<file path="config.mk">
export PLATFORM = sky130hd
export DESIGN_NAME = cordic_addr_seq
export DESIGN_NICKNAME = d
export VERILOG_FILES = /design/src/rtl/cordic_pkg.sv /design/src/rtl/cordic_hold_timer.sv /design/src/rtl/cordic_addr_seq.sv
export SDC_FILE = /design/constraint.sdc
export NUM_CORES = 1
export LEC_CHECK = 0
export BUFFER_PORTS_ARGS = -buffer_cell sky130_fd_sc_hd__buf_4
export CORE_MARGIN = 1
export CORE_UTILIZATION = 58
export CTS_BUF_LIST = sky130_fd_sc_hd__clkbuf_8
export DETAILED_ROUTE_END_ITERATION = 16
export PLACE_DENSITY = 0.78
export SYNTH_ARGS = -nofsm -noshare
export SYNTH_HDL_FRONTEND = slang
export SYNTH_HIERARCHICAL = 1
export SYNTH_SLANG_ARGS = --single-unit
</file>
<file path="constraint.sdc">
create_clock -name clk -period 3.2 [get_ports clk]
set_clock_uncertainty 0.15 [all_clocks]
set_input_delay 0.16 -clock clk [delete_from_list [all_inputs] [get_ports clk]]
set_output_delay 0.16 -clock clk [all_outputs]
set_load 0.03 [all_outputs]
</file>
<file path="src/rtl/cordic_pkg.sv">
// cordic_pkg: shared mode/state encodings and default address width for the cordic block
package cordic_pkg;
  localparam int CORDIC_ADDR_W = 5;
  localparam logic [1:0] MODE_SINGLE = 2'b00;
  localparam logic [1:0] MODE_SWEEP  = 2'b01;
  localparam logic [1:0] MODE_CONT   = 2'b10;
  typedef enum logic [1:0] {S_IDLE, S_HOLD, S_DONE} seq_state_t;
endpackage

</file>
<file path="src/rtl/cordic_hold_timer.sv">
// cordic_hold_timer: loadable ITER-1 down-counter; registered zero flag (clk, rst_n, load, dec, act -> zero)
module cordic_hold_timer #(
  parameter int ITER = 16
) (
  input  logic clk,
  input  logic rst_n,
  input  logic load,
  input  logic dec,
  input  logic act,
  output logic zero
);
  localparam int CW = (ITER > 1) ? $clog2(ITER) : 1;
  localparam logic [CW-1:0] RLD = CW'(ITER - 1);
  logic [CW-1:0] cnt, cnt_n;
  assign cnt_n = load ? RLD : (dec && cnt != '0) ? cnt - CW'(1) : cnt;
  // zero is registered from the next count so it is high exactly while the count is 0
  always_ff @(posedge clk or negedge rst_n)
    if (!rst_n) begin
      cnt  <= '0;
      zero <= 1'b0;
    end else begin
      cnt  <= cnt_n;
      zero <= act && cnt_n == '0;
    end
endmodule

</file>
<file path="src/rtl/cordic_addr_seq.sv">
// cordic_addr_seq: sequences cordic ADDR over [first,last], holding each ITER cycles with a sample strobe
// ports: clk, rst_n, start, stop, mode, first_addr, last_addr -> ADDR, addr_valid, sample, busy, done, sweep_cnt
module cordic_addr_seq
  import cordic_pkg::*;
#(
  parameter int ADDR_W  = CORDIC_ADDR_W,
  parameter int ITER    = 16,
  parameter int SWEEP_W = 8
) (
  input  logic               clk,
  input  logic               rst_n,
  input  logic               start,
  input  logic               stop,
  input  logic [1:0]         mode,
  input  logic [ADDR_W-1:0]  first_addr,
  input  logic [ADDR_W-1:0]  last_addr,
  output logic [ADDR_W-1:0]  ADDR,
  output logic               addr_valid,
  output logic               sample,
  output logic               busy,
  output logic               done,
  output logic [SWEEP_W-1:0] sweep_cnt
);
  seq_state_t st, st_n;
  logic [1:0] mode_q, mode_n;
  logic [ADDR_W-1:0] first_q, first_n, last_q, last_n, addr_n;
  logic [SWEEP_W-1:0] sw_n;
  logic load, dec, at_last;
  assign at_last = ADDR == last_q;
  cordic_hold_timer #(.ITER(ITER)) u_timer (
    .clk(clk), .rst_n(rst_n), .load(load), .dec(dec), .act(st_n == S_HOLD), .zero(sample)
  );
  always_ff @(posedge clk or negedge rst_n)
    if (!rst_n) st <= S_IDLE;
    else st <= st_n;
  // sample doubles as the end-of-hold flag: it is high exactly when the hold count is 0
  always_comb begin
    st_n    = st;
    mode_n  = mode_q;
    first_n = first_q;
    last_n  = last_q;
    addr_n  = ADDR;
    sw_n    = sweep_cnt;
    load    = 1'b0;
    dec     = 1'b0;
    case (st)
      S_IDLE:
        if (start && !stop) begin
          st_n    = S_HOLD;
          load    = 1'b1;
          mode_n  = (mode == 2'b11) ? MODE_SWEEP : mode;
          first_n = first_addr;
          last_n  = last_addr;
          addr_n  = first_addr;
          sw_n    = '0;
        end
      S_HOLD:
        if (stop) st_n = S_IDLE;
        else if (!sample) dec = 1'b1;
        else if (mode_q == MODE_SINGLE || (mode_q == MODE_SWEEP && at_last)) begin
          st_n = S_DONE;
          sw_n = (mode_q == MODE_SWEEP) ? SWEEP_W'(1) : sweep_cnt;
        end else begin
          load   = 1'b1;
          addr_n = (mode_q == MODE_CONT && at_last) ? first_q : ADDR + ADDR_W'(1);
          sw_n   = (mode_q == MODE_CONT && at_last && sweep_cnt != '1) ? sweep_cnt + SWEEP_W'(1) : sweep_cnt;
        end
      default: st_n = S_IDLE;
    endcase
  end
  always_ff @(posedge clk or negedge rst_n)
    if (!rst_n) begin
      mode_q     <= MODE_SINGLE;
      first_q    <= '0;
      last_q     <= '0;
      ADDR       <= '0;
      sweep_cnt  <= '0;
      busy       <= 1'b0;
      addr_valid <= 1'b0;
      done       <= 1'b0;
    end else begin
      mode_q     <= mode_n;
      first_q    <= first_n;
      last_q     <= last_n;
      ADDR       <= addr_n;
      sweep_cnt  <= sw_n;
      busy       <= st_n == S_HOLD;
      addr_valid <= st_n == S_HOLD;
      done       <= st_n == S_DONE;
    end
endmodule

</file>
* Word-level counts from Yosys, hierarchy flattened
Cells that the tools add are included.
** Cells by class
- Add/subtract/negate cells :: 3
- Eq/ne operators :: 14
- Multiplexer cells :: 29
- Reduce and logical (&&, ||, !) cells :: 16
** Operators by type and width (number)
- $mux W8 :: 6
- $mux W5 :: 5
- $pmux W8 S2 :: 1
- $mux W2 :: 5
- $pmux W5 S2 :: 1
- $add A8 B1 Y8 const B :: 1
- $mux W4 :: 2
- $ne A8 B8 Y1 const B :: 1
- $mux W1 :: 7
- $eq A2 B1 Y1 const B :: 3
- $eq A2 B2 Y1 const B :: 3
- $logic_and A1 B1 Y1 :: 6
- $ne A2 B2 Y1 const B :: 3
- $ne A3 B3 Y1 const B :: 2
- $reduce_and A6 Y1 :: 1
- $add A5 B1 Y5 const B :: 1
- $eq A5 B5 Y1 :: 1
- $reduce_and A5 Y1 :: 1
- $logic_not A2 Y1 :: 2
- $logic_not A4 Y1 :: 1
- $pmux W2 S2 :: 1
- $reduce_bool A4 Y1 :: 1
- $sub A4 B1 Y4 const B :: 1
- $ne A2 B1 Y1 const B :: 1
- other kinds (5) :: 5
** Word-level totals
- Bits in registers :: 34
- Input port bits :: 16
- Output and inout port bits :: 17
- Word-level logic and storage cells :: 72

* Longest topological paths before layout
- Depth in word-level cells :: 10
- Mapped depth :: 8
- Depth with buffers taken out :: 7

* Cells and area by module
Netlist, hierarchy kept.
** Modules (own cells, without submodules)
- cordic_addr_seq :: times used 1, cells an instance 172, area an instance 1590.3 um2, seq. area each 725.7 um2
- cordic_hold_timer :: times used 1, cells an instance 28, area an instance 286.5 um2, seq. area each 125.1 um2

* Worst setup path before layout
OpenSTA, ideal clock, no wires.
- Kind :: flip-flop to flip-flop
- Start :: register ADDR[0]
- End :: register u_timer.zero
- Library setup time :: 0.111 ns
- Data arrival time :: 2.102 ns
- Required time :: 2.939 ns
- Slack :: 0.836 ns
- Stages on the path, launching flop included :: 7
- Path buffers :: 0
- Clock period less this slack :: 2.364 ns
- Path through :: dfrtp_1 > xor2_1 > or4_1 > o21ai_2 > inv_2 > a211o_1 > a2111oi_2
** Between the ends
- Longest elaborated chain between the ends :: 10
- Elaborated cells between the ends (all ways) :: 15
- Classes of those cells :: eq/ne (2); mux (9); reduce/logical (4)
** RTL lines
- from (decl) :: RTL line cordic_addr_seq.sv:17 : output logic [ADDR_W-1:0] ADDR,
- from (signal assigned) :: RTL line cordic_addr_seq.sv:85 : ADDR <= addr_n;
- $eq A5 B5 Y1 :: RTL line cordic_addr_seq.sv:29 : assign at_last = ADDR == last_q;
- $logic_and A1 B1 Y1 :: RTL line cordic_addr_seq.sv:60 : else if (mode_q == MODE_SINGLE || (mode_q == MODE_SWEEP && at_last)) begin
- $logic_or A1 B1 Y1 :: RTL line cordic_addr_seq.sv:60
- $mux W1 :: RTL line cordic_addr_seq.sv:60
- $mux W1 :: RTL line cordic_addr_seq.sv:59 : else if (!sample) dec = 1'b1;
- $mux W1 :: RTL line cordic_addr_seq.sv:58 : if (stop) st_n = S_IDLE;
- $pmux W1 S2 :: RTL line cordic_addr_seq.sv:46 : case (st)
- via load :: RTL line cordic_addr_seq.sv:28 : logic load, dec, at_last;
- $mux W4 :: RTL line cordic_hold_timer.sv:15 : assign cnt_n = load ? RLD : (dec && cnt != '0) ? cnt - CW'(1) : cnt;
- via u_timer.cnt_n[2] :: RTL line cordic_hold_timer.sv:14 : logic [CW-1:0] cnt, cnt_n;
- $logic_not A4 Y1 :: RTL line cordic_hold_timer.sv:23 : zero <= act && cnt_n == '0;
- $logic_and A1 B1 Y1 :: RTL line cordic_hold_timer.sv:23
- to (signal assigned) :: RTL line cordic_hold_timer.sv:20 : zero <= 1'b0;
- to (signal assigned) :: RTL line cordic_hold_timer.sv:23
- to (decl) :: RTL line cordic_hold_timer.sv:10 : output logic zero
The timed path passes the listed nets, and every way through them passes these cells.
A chain may end at the register's enable or synchronous reset.

* Worst setup path in the final report
- Start :: register st[1]
- End :: register u_timer.zero
** Between the ends
- Elaborated cells between the ends (all ways) :: 15
- Classes of those cells :: eq/ne (2); mux (9); reduce/logical (4)
** RTL lines
- from (decl) :: RTL line cordic_addr_seq.sv:24 : seq_state_t st, st_n;
- from (signal assigned) :: RTL line cordic_addr_seq.sv:35 : else st <= st_n;
- $eq A2 B1 Y1 / $logic_not A2 Y1 (equally long branches) :: RTL line cordic_addr_seq.sv:46
- $pmux W1 S2 * :: RTL line cordic_addr_seq.sv:46
- via load :: RTL line cordic_addr_seq.sv:28
- $mux W4 * :: RTL line cordic_hold_timer.sv:15
- via u_timer.cnt_n[2] :: RTL line cordic_hold_timer.sv:14
- $logic_not A4 Y1 * :: RTL line cordic_hold_timer.sv:23
- $logic_and A1 B1 Y1 * :: RTL line cordic_hold_timer.sv:23
Mark *: on every way through the listed nets, which the timed path passes. The rest lies on a longest branch.

==> impl_metrics.csv <==
group,metric,value,unit
logic_synthesis,syn_nets,219,
detailed_routing,routed_wl,4.31,mm
power,total_power,1.43,mW
critical_path,crit_fanout,12,
power,peakVddDrop,0.422,mV
timing,period_needed,2.57,ns
critical_path,crit_path_start_kind,"flop",
power,p_sw,532,µW
clock_tree,cts_tree,"done",
power,switching_share,37.2,%
critical_path,crit_required,3.22,ns
cells_and_area,stdcell_area,2340,µm²
cells_and_area,fill_cells,240,
logic_synthesis,ys_ff_latch,34,
power,p_clk_share,21.6,%
logic_synthesis,synth-async-reset-ratio,100,%
power,p_per_area,612,nW/µm²
logic_synthesis,yosysSeqAreaShare,45.3,%
detailed_routing,drc,0,
die,die_w,58.9,µm
detailed_routing,dr.first_iter.drc_count,82,
logic_synthesis,netlist_area,1880,µm²
die,die_y,58.9,µm
place,gp_congestion,0.882,
clock_tree,postCtsSetupBuffers,0,
clock_tree,clock_sinks,34,
die,row_count,20,
logic_synthesis,synthTopCellsByArea,"dfrtp_1 45%, nand2_1 8.4%, a211o_1 3.7%, and3_1 3.0%, xnor2_1 2.8%",
timing,max_slew_margin,47.5,%
logic_synthesis,yosysMostFrequentCell,"nand2_1",
cells_and_area,layout.nets,262,
clock_tree,htree_num_levels,2,
timing,setup_ws,0.626,ns
clock_tree,clkTransAtPathRegs,0.07,ns
place,pre_cts_slack,0.663,ns
critical_path,rrSetupSlack,0.63,ns
cells_and_area,fin_util,76.5,%
timing,fmax,0.389,GHz
timing,hold_viol,0,
cells_and_area,diodes,0,
hold_path,worst_hold_path_type,"primary input to flop",
grt,grt_pass1_vias,1618,
power,p_seq_share,42.9,%
cells_and_area,multi_input_area,956,µm²
grt,grt_max_degree,35,
power,power_frac_comb,35.5,%
timing,finalSetupTns,0,ns
detailed_routing,vias_per_cell,5.83,
clock_tree,cts_root_buf,"clkbuf_8",
cells_and_area,drive_gt1_share,20.7,%
detailed_routing,route.antenna.remaining_nets,0,
logic_synthesis,yosys.cell_types.count,49,
die,core-area,3050,µm²
logic_synthesis,synthCells,200,
detailed_routing,vias,1667,
clock_tree,cts_made_buffers,5,
timing,setup-violations-final,0,
die,start_util,61.5,%
logic_synthesis,synth_edf_count,0,
logic_synthesis,synth_area_leader_cell,"dfrtp_1",
place,place_area,2140,µm²
timing,post-route-period-util,80.4,%
die,dieArea,3470,µm²
place,io_buffers,32,
logic_synthesis,yosysWarningCount,6,
power,p_int,898,µW
grt,grt-ovfl-total,0,
die,ios,33,
run,drv_cap,0,
power,total_leakage_power,1.14,nW
clock_tree,clockBufferDepth,2,
cells_and_area,ff_latch_area,851,µm²
detailed_routing,wl_per_cell,15.1,µm
logic_synthesis,yosysTopAreaCellShare,45.3,%
outcome,status,"complete, no violations",
timing,rsz0062_at_grt,"false",
grt,grt_first_pass_wirelength,7.27,mm
logic_synthesis,synth_ff_type,"dfrtp_1",
cells_and_area,area_growth,24.5,%
detailed_routing,drt_first_pass_iters,4,
logic_synthesis,syn_area_per_cell,9.38,µm²
grt,grt_util_all_layers,28.5,%
clock_tree,hold_buffers,11,
place,dp_hpwl,2.90,mm
critical_path,path_class,"flop to flop",
timing,finalMaxSlewViolations,0,
grt,antenna_found_initial,0,
critical_path,worstSetupEndpointType,"flop",
timing,worst_pin_slew,0.781,ns
clock_tree,insertion_delay,0.28,ns
critical_path,arrival,2.60,ns
clock_tree,post_cts_resized,0,
logic_synthesis,synthTopCellsByCount,"42 x nand2_1, 34 x dfrtp_1, 10 x nor3_1",
state kept, by name, summed over array words and instances (netlist names):
signal / count
done: 1
u_timer/zero: 1
last_q: 5
sweep_cnt: 8
mode_q: 2
ADDR: 5
first_q: 5
u_timer/cnt: 4
st: 2
busy: 1
power groups by stage:
| stage | Combinational (mW) | Sequential, mW | Clock (mW) |
|---|---|---|---|
| after floorplan | 0.291 | 0.661 | 0 |
| after global placement | 0.474 | 0.614 | 0 |
| after detailed placement | 0.493 | 0.620 | 0 |
| after CTS | 0.506 | 0.614 | 0.314 |
| after global routing | 0.560 | 0.628 | 0.341 |
| final | 0.508 | 0.614 | 0.309 |
routing by layer:
layer	vias to the layer above	GRT usage, %	wire [µm]
li1	806	-	-
met1	794	34.7	1840
met2	59	46.8	2200
met3	8	9.23	212
met4	0	11.2	56
met5	-	0	0
area by class of cell:
type,instances,area share [%]
flip-flops and latches,34,36.4
multi-input cells,150,40.9
clock buffers,6,3.54
repair buffers,45,15.6
inverters,7,1.12
well taps,44,2.36
through the flow:
stage	hold WS, ns	std cells
CTS	0.0139	286
detailed placement	-0.0203	269
floorplan	-0.286	200
finish	0.0228	286
global placement	-0.0297	269
global route	0.0240	286
placed cells by master (no fill, tap or decap), types with 3 or more instances in the layout:
| cell | n |
|---|---|
| nand2_1 | 42 |
| dfrtp_1 | 34 |
| buf_4 | 34 |
| dlygate4sd3_1 | 11 |
| nor3_1 | 10 |
| and3_1 | 9 |
| nor2_1 | 8 |
| a211o_1 | 8 |
| xnor2_1 | 6 |
| nand3_1 | 6 |
| inv_1 | 6 |
| clkbuf_8 | 6 |
| mux2i_1 | 5 |
| a21oi_1 | 5 |
| o21ai_0 | 4 |
| xor2_1 | 3 |
| or2_2 | 3 |
| a31oi_1 | 3 |
| o211ai_1 | 3 |
| ha_1 | 3 |
worst paths after layout:
path	from	endpoint	depth (start not counted)
worst min-delay path	first_addr[4]	first_q[4]	3
min in group asynchronous	rst_n	done	2
max in group asynchronous	rst_n	ADDR[1]	2
worst max register to register	st[1]	u_timer/zero	7
worst min register to register	first_q[4]	first_q[4]	2
worst max-delay path	st[1]	u_timer/zero	7
cells by family (layout without fill, tap and decap cells):
kind of cell	count (synthesis)	in the layout	share of synthesized area [%]
buf+inv	16	58	4.07
xor+xnor	9	9	4.20
compound gates	34	34	14.7
mux	6	6	3.27
simple gates	98	98	26.5
fa+ha+maj	3	3	2.00
flops	34	34	45.3
worst max-delay path, stage by stage (launching register included):
cell and delay, ns:
dfrtp_1 0.51, nor4b_2 0.09, buf_4 0.19, or4_1 0.52, o21ai_2 0.32, inv_2 0.14
a211o_1 0.27, a2111oi_2 0.27
Note: power is estimated with default switching activity, not from simulation.
